$ cat config.mk
export PLATFORM = sky130hd
export DESIGN_NAME = pcie_mwr_tlp_framer
export DESIGN_NICKNAME = d
export VERILOG_FILES = /design/src/rtl/pcie_mwr_tlp_framer.sv
export SDC_FILE = /design/constraint.sdc
export NUM_CORES = 1
export LEC_CHECK = 0
export BUFFER_PORTS_ARGS = -buffer_cell sky130_fd_sc_hd__buf_2
export CAP_MARGIN = 5
export CORE_UTILIZATION = 34
export CTS_BUF_LIST = sky130_fd_sc_hd__clkbuf_16
export DETAILED_ROUTE_END_ITERATION = 10
export SYNTH_ARGS = -nofsm -noshare
export SYNTH_HDL_FRONTEND = slang
export SYNTH_SLANG_ARGS = --single-unit
$ cat constraint.sdc
create_clock -name ACLK -period 2.65 [get_ports ACLK]
set_clock_uncertainty 0.05 [all_clocks]
set_input_delay 0.1325 -clock ACLK [delete_from_list [all_inputs] [get_ports ACLK]]
set_output_delay 0.1325 -clock ACLK [all_outputs]
set_load 0.01 [all_outputs]
$ cat src/rtl/pcie_mwr_tlp_framer.sv
// PCIe MWr32 TLP framer: splits a configured transfer into TLPs of at most
// MAX_PAYLOAD_DW dwords, prepends a 3DW header and shifts payload by one dword.
module pcie_mwr_tlp_framer #(
    parameter int MAX_PAYLOAD_DW = 32
) (
    input  logic        ACLK,
    input  logic        ARESETN,
    input  logic        CFG_START,
    input  logic [31:0] CFG_ADDR,
    input  logic [23:0] CFG_DW_COUNT,
    input  logic [15:0] CFG_REQ_ID,
    output logic        BUSY,
    output logic        DONE,
    input  logic        S00_AXIS_TVALID,
    output logic        S00_AXIS_TREADY,
    input  logic [63:0] S00_AXIS_TDATA,
    input  logic [7:0]  S00_AXIS_TKEEP,
    input  logic        S00_AXIS_TLAST,
    output logic        M00_AXIS_TVALID,
    input  logic        M00_AXIS_TREADY,
    output logic [63:0] M00_AXIS_TDATA,
    output logic [7:0]  M00_AXIS_TKEEP,
    output logic        M00_AXIS_TLAST
);

    localparam logic [23:0] MAX_REM = 24'(MAX_PAYLOAD_DW);
    localparam logic [10:0] MAX_LEN = 11'(MAX_PAYLOAD_DW);

    typedef enum logic [1:0] {
        ST_IDLE = 2'd0,
        ST_HDR  = 2'd1,
        ST_H2D  = 2'd2,
        ST_DATA = 2'd3
    } state_t;

    state_t      state_q, state_d;
    logic [29:0] addr_q, addr_d;
    logic [23:0] rem_q, rem_d;
    logic [15:0] req_id_q, req_id_d;
    logic [7:0]  tag_q, tag_d;
    logic [31:0] hold_q, hold_d;
    logic [10:0] len_q, len_d;
    logic [9:0]  beat_q, beat_d;
    logic        busy_q, busy_d;
    logic        done_q, done_d;

    logic [10:0] cur_len_s;
    logic [9:0]  last_idx_s;
    logic        is_last_s;
    logic        in_hs_s;
    logic        tlp_end_s;
    logic [31:0] h0_s, h1_s, h2_s;
    logic        m_tvalid_s, s_tready_s, m_tlast_s;
    logic [63:0] m_tdata_s;
    logic [7:0]  m_tkeep_s;
    logic        unused_s;

    assign unused_s   = ^{S00_AXIS_TKEEP, S00_AXIS_TLAST, CFG_ADDR[1:0]};

    // Length of the TLP about to start; remaining count is only debited at its header.
    assign cur_len_s  = (rem_q > MAX_REM) ? MAX_LEN : rem_q[10:0];
    assign last_idx_s = len_q[10:1] + 10'd1;
    assign is_last_s  = (beat_q == last_idx_s);
    assign in_hs_s    = S00_AXIS_TVALID && M00_AXIS_TREADY;

    assign h0_s = {1'b0, 2'b10, 5'b00000, 14'b0, cur_len_s[9:0]};
    assign h1_s = {req_id_q, tag_q, ((cur_len_s > 11'd1) ? 4'hF : 4'h0), 4'hF};
    assign h2_s = {addr_q, 2'b00};

    // Next-state, datapath muxing and handshake steering.
    always_comb begin
        state_d    = state_q;
        addr_d     = addr_q;
        rem_d      = rem_q;
        req_id_d   = req_id_q;
        tag_d      = tag_q;
        hold_d     = hold_q;
        len_d      = len_q;
        beat_d     = beat_q;
        busy_d     = busy_q;
        done_d     = 1'b0;
        tlp_end_s  = 1'b0;
        m_tvalid_s = 1'b0;
        s_tready_s = 1'b0;
        m_tdata_s  = 64'h0;
        m_tkeep_s  = 8'h00;
        m_tlast_s  = 1'b0;

        case (state_q)
            ST_IDLE: begin
                if (CFG_START && (CFG_DW_COUNT != 24'd0)) begin
                    addr_d   = CFG_ADDR[31:2];
                    rem_d    = CFG_DW_COUNT;
                    req_id_d = CFG_REQ_ID;
                    busy_d   = 1'b1;
                    state_d  = ST_HDR;
                end else if (CFG_START) begin
                    done_d = 1'b1;
                end else begin
                    state_d = ST_IDLE;
                end
            end
            ST_HDR: begin
                m_tvalid_s = 1'b1;
                m_tdata_s  = {h1_s, h0_s};
                m_tkeep_s  = 8'hFF;
                if (M00_AXIS_TREADY) begin
                    len_d   = cur_len_s;
                    rem_d   = rem_q - {13'd0, cur_len_s};
                    beat_d  = 10'd1;
                    state_d = ST_H2D;
                end else begin
                    state_d = ST_HDR;
                end
            end
            ST_H2D: begin
                m_tvalid_s = S00_AXIS_TVALID;
                s_tready_s = M00_AXIS_TREADY;
                m_tdata_s  = {S00_AXIS_TDATA[31:0], h2_s};
                m_tkeep_s  = 8'hFF;
                m_tlast_s  = is_last_s;
                if (in_hs_s) begin
                    hold_d    = S00_AXIS_TDATA[63:32];
                    beat_d    = beat_q + 10'd1;
                    tlp_end_s = is_last_s;
                    state_d   = ST_DATA;
                end else begin
                    state_d = ST_H2D;
                end
            end
            ST_DATA: begin
                // An even-length TLP ends on a beat carrying only the held dword.
                if (is_last_s && !len_q[0]) begin
                    m_tvalid_s = 1'b1;
                    m_tdata_s  = {32'h0, hold_q};
                    m_tkeep_s  = 8'h0F;
                    m_tlast_s  = 1'b1;
                    tlp_end_s  = M00_AXIS_TREADY;
                end else begin
                    m_tvalid_s = S00_AXIS_TVALID;
                    s_tready_s = M00_AXIS_TREADY;
                    m_tdata_s  = {S00_AXIS_TDATA[31:0], hold_q};
                    m_tkeep_s  = 8'hFF;
                    m_tlast_s  = is_last_s;
                    if (in_hs_s) begin
                        hold_d    = S00_AXIS_TDATA[63:32];
                        beat_d    = beat_q + 10'd1;
                        tlp_end_s = is_last_s;
                    end else begin
                        tlp_end_s = 1'b0;
                    end
                end
            end
            default: begin
                state_d = ST_IDLE;
            end
        endcase

        if (tlp_end_s) begin
            addr_d = addr_q + {19'd0, len_q};
            tag_d  = tag_q + 8'd1;
            if (rem_q != 24'd0) begin
                state_d = ST_HDR;
            end else begin
                state_d = ST_IDLE;
                busy_d  = 1'b0;
                done_d  = 1'b1;
            end
        end else begin
            tag_d = tag_d;
        end
    end

    // State and context registers.
    always_ff @(posedge ACLK or negedge ARESETN) begin
        if (!ARESETN) begin
            state_q  <= ST_IDLE;
            addr_q   <= 30'd0;
            rem_q    <= 24'd0;
            req_id_q <= 16'd0;
            tag_q    <= 8'd0;
            hold_q   <= 32'd0;
            len_q    <= 11'd0;
            beat_q   <= 10'd0;
            busy_q   <= 1'b0;
            done_q   <= 1'b0;
        end else begin
            state_q  <= state_d;
            addr_q   <= addr_d;
            rem_q    <= rem_d;
            req_id_q <= req_id_d;
            tag_q    <= tag_d;
            hold_q   <= hold_d;
            len_q    <= len_d;
            beat_q   <= beat_d;
            busy_q   <= busy_d;
            done_q   <= done_d;
        end
    end

    assign BUSY            = busy_q;
    assign DONE            = done_q;
    assign S00_AXIS_TREADY = s_tready_s;
    assign M00_AXIS_TVALID = m_tvalid_s;
    assign M00_AXIS_TDATA  = m_tdata_s;
    assign M00_AXIS_TKEEP  = m_tkeep_s;
    assign M00_AXIS_TLAST  = m_tlast_s;

endmodule

==> reports/summary.md <==
Run status
* **run status** finished with violations
* **violations in the final reports** hold timing, setup timing

Yosys
* **area fraction in and, or, nand and nor cells after synthesis** 23.1%
* **multiplexer share of the synthesized area** 4.52%
* **Post-Synth Adder-Cell Area** 3.12%
* **largest family of logic cells by synthesized area** simple AND/OR/NAND/NOR gates
* **cell accounting for the most synthesized area** sky130_fd_sc_hd__dfrtp_1
* **sequential area share after synthesis** 39.0%
* **Compound-Gate Fraction of Synth Area** 22.4%
* **warning count from the yosys run** 0
* **number of distinct library cells after synthesis** 85
* **Synth Area in XOR/XNOR** 2.72%
* **Synth area leaders** sky130_fd_sc_hd__dfrtp_1 (39%), sky130_fd_sc_hd__nand2_1 (7.3%), sky130_fd_sc_hd__a21oi_1 (4.6%)
* **share of flip-flops with an asynchronous set or reset after synthesis** 100%
* **synthesized netlist cell count** 1030
* **Post-Syn Area** 8660 um2
* **top flip-flop cell by instance count after synthesis** sky130_fd_sc_hd__dfrtp_1
* **share of the synthesized area in the top cell type** 39.0%
* **per-instance average area after synthesis** 8.41 um2
* **number of enable flip-flop cells after synthesis** 0
* **synthesized netlist net count** 1201
* **flip-flop and latch count after synthesis** 135

Cells and area
* **Post-layout nets** 1576
* **layout cells sized above 1** 33.1%
* **count of filler cells inserted in the layout** 2360
* **final core utilization** 51.4%
* **area added between synthesis and finish** 49.2%
* **area taken by flip-flops and latches** 3380 um2
* **area of all placed cells without fillers** 12900 um2
* **area taken by multi-input logic gates** 5290 um2

Global routing
* **first-pass GRT wire length** 46.6 mm
* **vias in the first global route** 9062
* **maximum number of pins on one net before global-route repair** 64
* **Global Route Usage Sum** 22.5%
* **leftover overflow at the end of global routing** 0
* **antenna violations before repair** 2

Routing
* **DRC errors left** 0
* **vias per cell** 5.31
* **first-pass detailed-route iteration total** 5
* **Wirelength per Cell** 16.9 um
* **remaining antenna violation count** 0
* **Total Wirelength** 29.6 mm
* **number of DRC violations after detailed-routing iteration 0** 607
* **vias post-DR** 9282

Timing
* **setup-violating endpoint count in the final report** 95
* **minimum clock period** 3.22 ns
* **top achievable clock speed** 310 MHz
* **max-slew violation count** 0
* **Final Hold Vio Count** 1
* **slew at the pin closest to its max-slew limit** 0.704 ns
* **post-route clock period utilization** 122%
* **RSZ-0062 raised after global routing** yes
* **Final Hold Slack** -0.0114 ns
* **worst slew margin relative to its limit** 53.1%
* **crit path setup slack, layout** -0.574 ns

Critical path
* **critical register-to-register path endpoint** hold_q[5]
* **max incr delay on CP** 0.49 ns
* **cell chain of the critical path** ha_4, xnor2_2, o2111ai_2, nor3_2, or4b_4, o31a_1, or2_4, a31o_1, buf_2
* **start-to-end type of the worst setup path** flop to output pin
* **startpoint types** flop
* **maximum fanout encountered on the critical timing path** 5
* **logic depth of the worst register-to-register path** 11
* **combined buffer and inverter count along the critical path** 1
* **setup slack on the worst flop-to-flop path** -0.15 ns
* **startpoint of the worst register-to-register path** len_q[2]
* **worst endpoint data arrival time** 3.04 ns
* **kind of end point of the critical path** output pin
* **Slowest cell on crit path** sky130_fd_sc_hd__or4b_4
* **required time at the worst-slack endpoint** 2.47 ns
* **kind of cell adding the most delay to the critical path** simple AND/OR/NAND/NOR gates

Min path
* **Endpoint, Worst Hold** rem_q[18]
* **hold wc startpoint** CFG_DW_COUNT[18]
* **Hold Path Class** input port to flop
* **cell count of the worst hold path** 3

Placement
* **number of buffers inserted by port buffering** 215
* **final RePlAce weighted congestion** 0.879
* **Area after DPL** 10800 um2
* **DP Wirelength** 20.4 mm

Power and ir drop
* **PD cells** 904 nW/um2
* **Static Leakage** 5.82 nW
* **worst IR drop on VDD** 443 uV

CTS
* **latest clock arrival within the worst-skew pair** 0.43 ns
* **Clk Tree Root Cell** sky130_fd_sc_hd__clkbuf_16
* **clock tree from TritonCTS** yes
* **H-tree levels** 4
* **number of sinks driven by the clock tree** 135
* **clk buf depth** 2
* **clock slew at the register clock pins of the worst setup and hold paths** 0.06 ns
* **TritonCTS Buffers** 17

Die
* **FP Rows** 58
* **Core Region** 25100 um2
* **die area** 26100 um2
* **starting density of the core** 34.5%
* **ports placed on the boundary** 227
* **die height** 162 um
* **die width** 162 um

Job
* **reported max-cap violation count** 0

==> routing by layer <==
layer  vias to the layer above  GRT usage [%]  wire (um)
met5                         -              0          0
met4                         0           6.30        408
met3                        33           3.62       1410
met2                       284           39.4      14800
met1                      4459           28.5      13000
li1                       4506              -          -
==> worst max path at each step <==
stage                     startpoint  slack [ns]  depth (start not counted)                  to
after detailed placement    len_q[2]       -0.16                          9  M00_AXIS_TDATA[35]
after floorplan             len_q[2]        0.04                          9  M00_AXIS_TDATA[32]
after global routing        len_q[2]       -0.67                          9  M00_AXIS_TDATA[35]
after global placement      len_q[2]       -0.14                         10          addr_q[29]
final                       len_q[2]       -0.57                          9  M00_AXIS_TDATA[35]
after CTS                   len_q[2]       -0.54                          9  M00_AXIS_TDATA[35]
==> worst register-to-register path, delay by kind of cell, from the launching register on <==
family	cells	cell delay, ns
AOI/OAI and AO/OA	2	0.21
adders and majority gates	1	0.25
muxes	1	0.33
DFF	1	0.43
xor gates and xnor gates	1	0.16
and+or+nand+nor	3	0.77
buffers and inverters	3	0.47
==> state kept, by name (all words and copies together) (netlist names), 2 cells and up <==
name	count
addr_q	30
len_q	11
rem_q	24
req_id_q	16
hold_q	32
state_q	2
beat_q	10
tag_q	8
==> cell usage after synthesis, types with 5 or more instances <==
cell type / n
sky130_fd_sc_hd__a21o_1: 5
sky130_fd_sc_hd__a21oi_1: 79
sky130_fd_sc_hd__a22o_1: 6
sky130_fd_sc_hd__a22oi_1: 30
sky130_fd_sc_hd__a311oi_1: 6
sky130_fd_sc_hd__a31oi_1: 18
sky130_fd_sc_hd__a32o_1: 5
sky130_fd_sc_hd__and2_1: 15
sky130_fd_sc_hd__and3_1: 13
sky130_fd_sc_hd__buf_2: 7
sky130_fd_sc_hd__buf_4: 12
sky130_fd_sc_hd__clkbuf_1: 49
sky130_fd_sc_hd__dfrtp_1: 135
sky130_fd_sc_hd__ha_1: 20
sky130_fd_sc_hd__inv_1: 27
sky130_fd_sc_hd__mux2_1: 30
sky130_fd_sc_hd__nand2_1: 168
sky130_fd_sc_hd__nand2b_1: 5
sky130_fd_sc_hd__nand3_1: 40
sky130_fd_sc_hd__nand4_1: 9
sky130_fd_sc_hd__nor2_1: 78
sky130_fd_sc_hd__nor3_1: 22
sky130_fd_sc_hd__nor4_1: 12
sky130_fd_sc_hd__o211ai_1: 13
sky130_fd_sc_hd__o21a_1: 7
sky130_fd_sc_hd__o21ai_0: 60
sky130_fd_sc_hd__o21ai_1: 13
sky130_fd_sc_hd__o22ai_1: 11
sky130_fd_sc_hd__or2_2: 5
sky130_fd_sc_hd__or3_1: 9
sky130_fd_sc_hd__or4_1: 10
sky130_fd_sc_hd__xnor2_1: 18
sky130_fd_sc_hd__xor2_1: 7
==> power breakdown <==
part / internal, mW / leakage [nW] / switching, mW / total, mW
Combinational: 2.42 / 3.83 / 3.02 / 5.44
Sequential: 2.86 / 1.67 / 0.699 / 3.56
Clock: 1.68 / 0.323 / 1.00 / 2.68
Total: 6.97 / 5.82 / 4.72 / 11.7
==> cell families (layout without fill, tap and decap cells) <==
kind of cell / Yosys count / after routing
other: 1 / 2
muxes: 35 / 35
DFF: 135 / 135
AOI/OAI and AO/OA: 300 / 300
buffers and inverters: 99 / 487
adders and majority gates: 21 / 21
xor gates and xnor gates: 26 / 26
and+or+nand+nor: 413 / 413
==> stage by stage <==
| stage | setup TNS [ns] | worst slack, ns | power, mW | std cells | hold slack, ns |
|---|---|---|---|---|---|
| floorplan | 0 | 0.0356 | 6.50 | 1030 | -0.213 |
| global route | -37.91 | -0.670 | 12.5 | 1749 | 0.00637 |
| finish | -23.64 | -0.574 | 11.7 | 1749 | -0.0114 |
| detailed placement | -5.63 | -0.157 | 8.43 | 1610 | 0.0753 |
| global placement | -3.19 | -0.140 | 8.32 | 1610 | 0.0757 |
| CTS | -21.38 | -0.539 | 11.4 | 1739 | 0.00247 |
==> what timing repair did <==
action / 4_1_cts / 5_1_grt
gates cloned: 1 / 1
endpoints found under the setup margin: 110 / 140
resized for setup: 50 / 72
pin swaps: 19 / 37
buffers inserted: 9 / 7
hold buffers: 87 / 1
hold endpoints to repair: 139 / 1
==> area by class of cell <==
| class | instances | area share, % |
|---|---|---|
| Inverter | 27 | 0.785 |
| Tap cell | 330 | 3.20 |
| Timing Repair Buffer | 428 | 23.8 |
| Antenna cell | 1 | 0.0194 |
| Clock buffer | 17 | 3.29 |
| Clock inverter | 15 | 1.75 |
| Multi-Input combinational cell | 796 | 40.9 |
| Sequential cell | 135 | 26.2 |
==> cells in the final DEF (no fill, tap or decap), types with 14 or more instances in the layout <==
| master | instances |
|---|---|
| sky130_fd_sc_hd__buf_4 | 104 |
| sky130_fd_sc_hd__a22oi_1 | 27 |
| sky130_fd_sc_hd__o21ai_0 | 35 |
| sky130_fd_sc_hd__nor3_1 | 18 |
| sky130_fd_sc_hd__xnor2_1 | 16 |
| sky130_fd_sc_hd__nand2_1 | 160 |
| sky130_fd_sc_hd__dfrtp_1 | 130 |
| sky130_fd_sc_hd__o21ai_1 | 37 |
| sky130_fd_sc_hd__dlygate4sd3_1 | 88 |
| sky130_fd_sc_hd__buf_6 | 14 |
| sky130_fd_sc_hd__nand3_1 | 36 |
| sky130_fd_sc_hd__clkbuf_16 | 17 |
| sky130_fd_sc_hd__inv_1 | 27 |
| sky130_fd_sc_hd__a21oi_1 | 73 |
| sky130_fd_sc_hd__mux2_1 | 30 |
| sky130_fd_sc_hd__buf_2 | 213 |
| sky130_fd_sc_hd__a31oi_1 | 16 |
| sky130_fd_sc_hd__nor2_1 | 73 |
(Power assumes the default switching activity.)
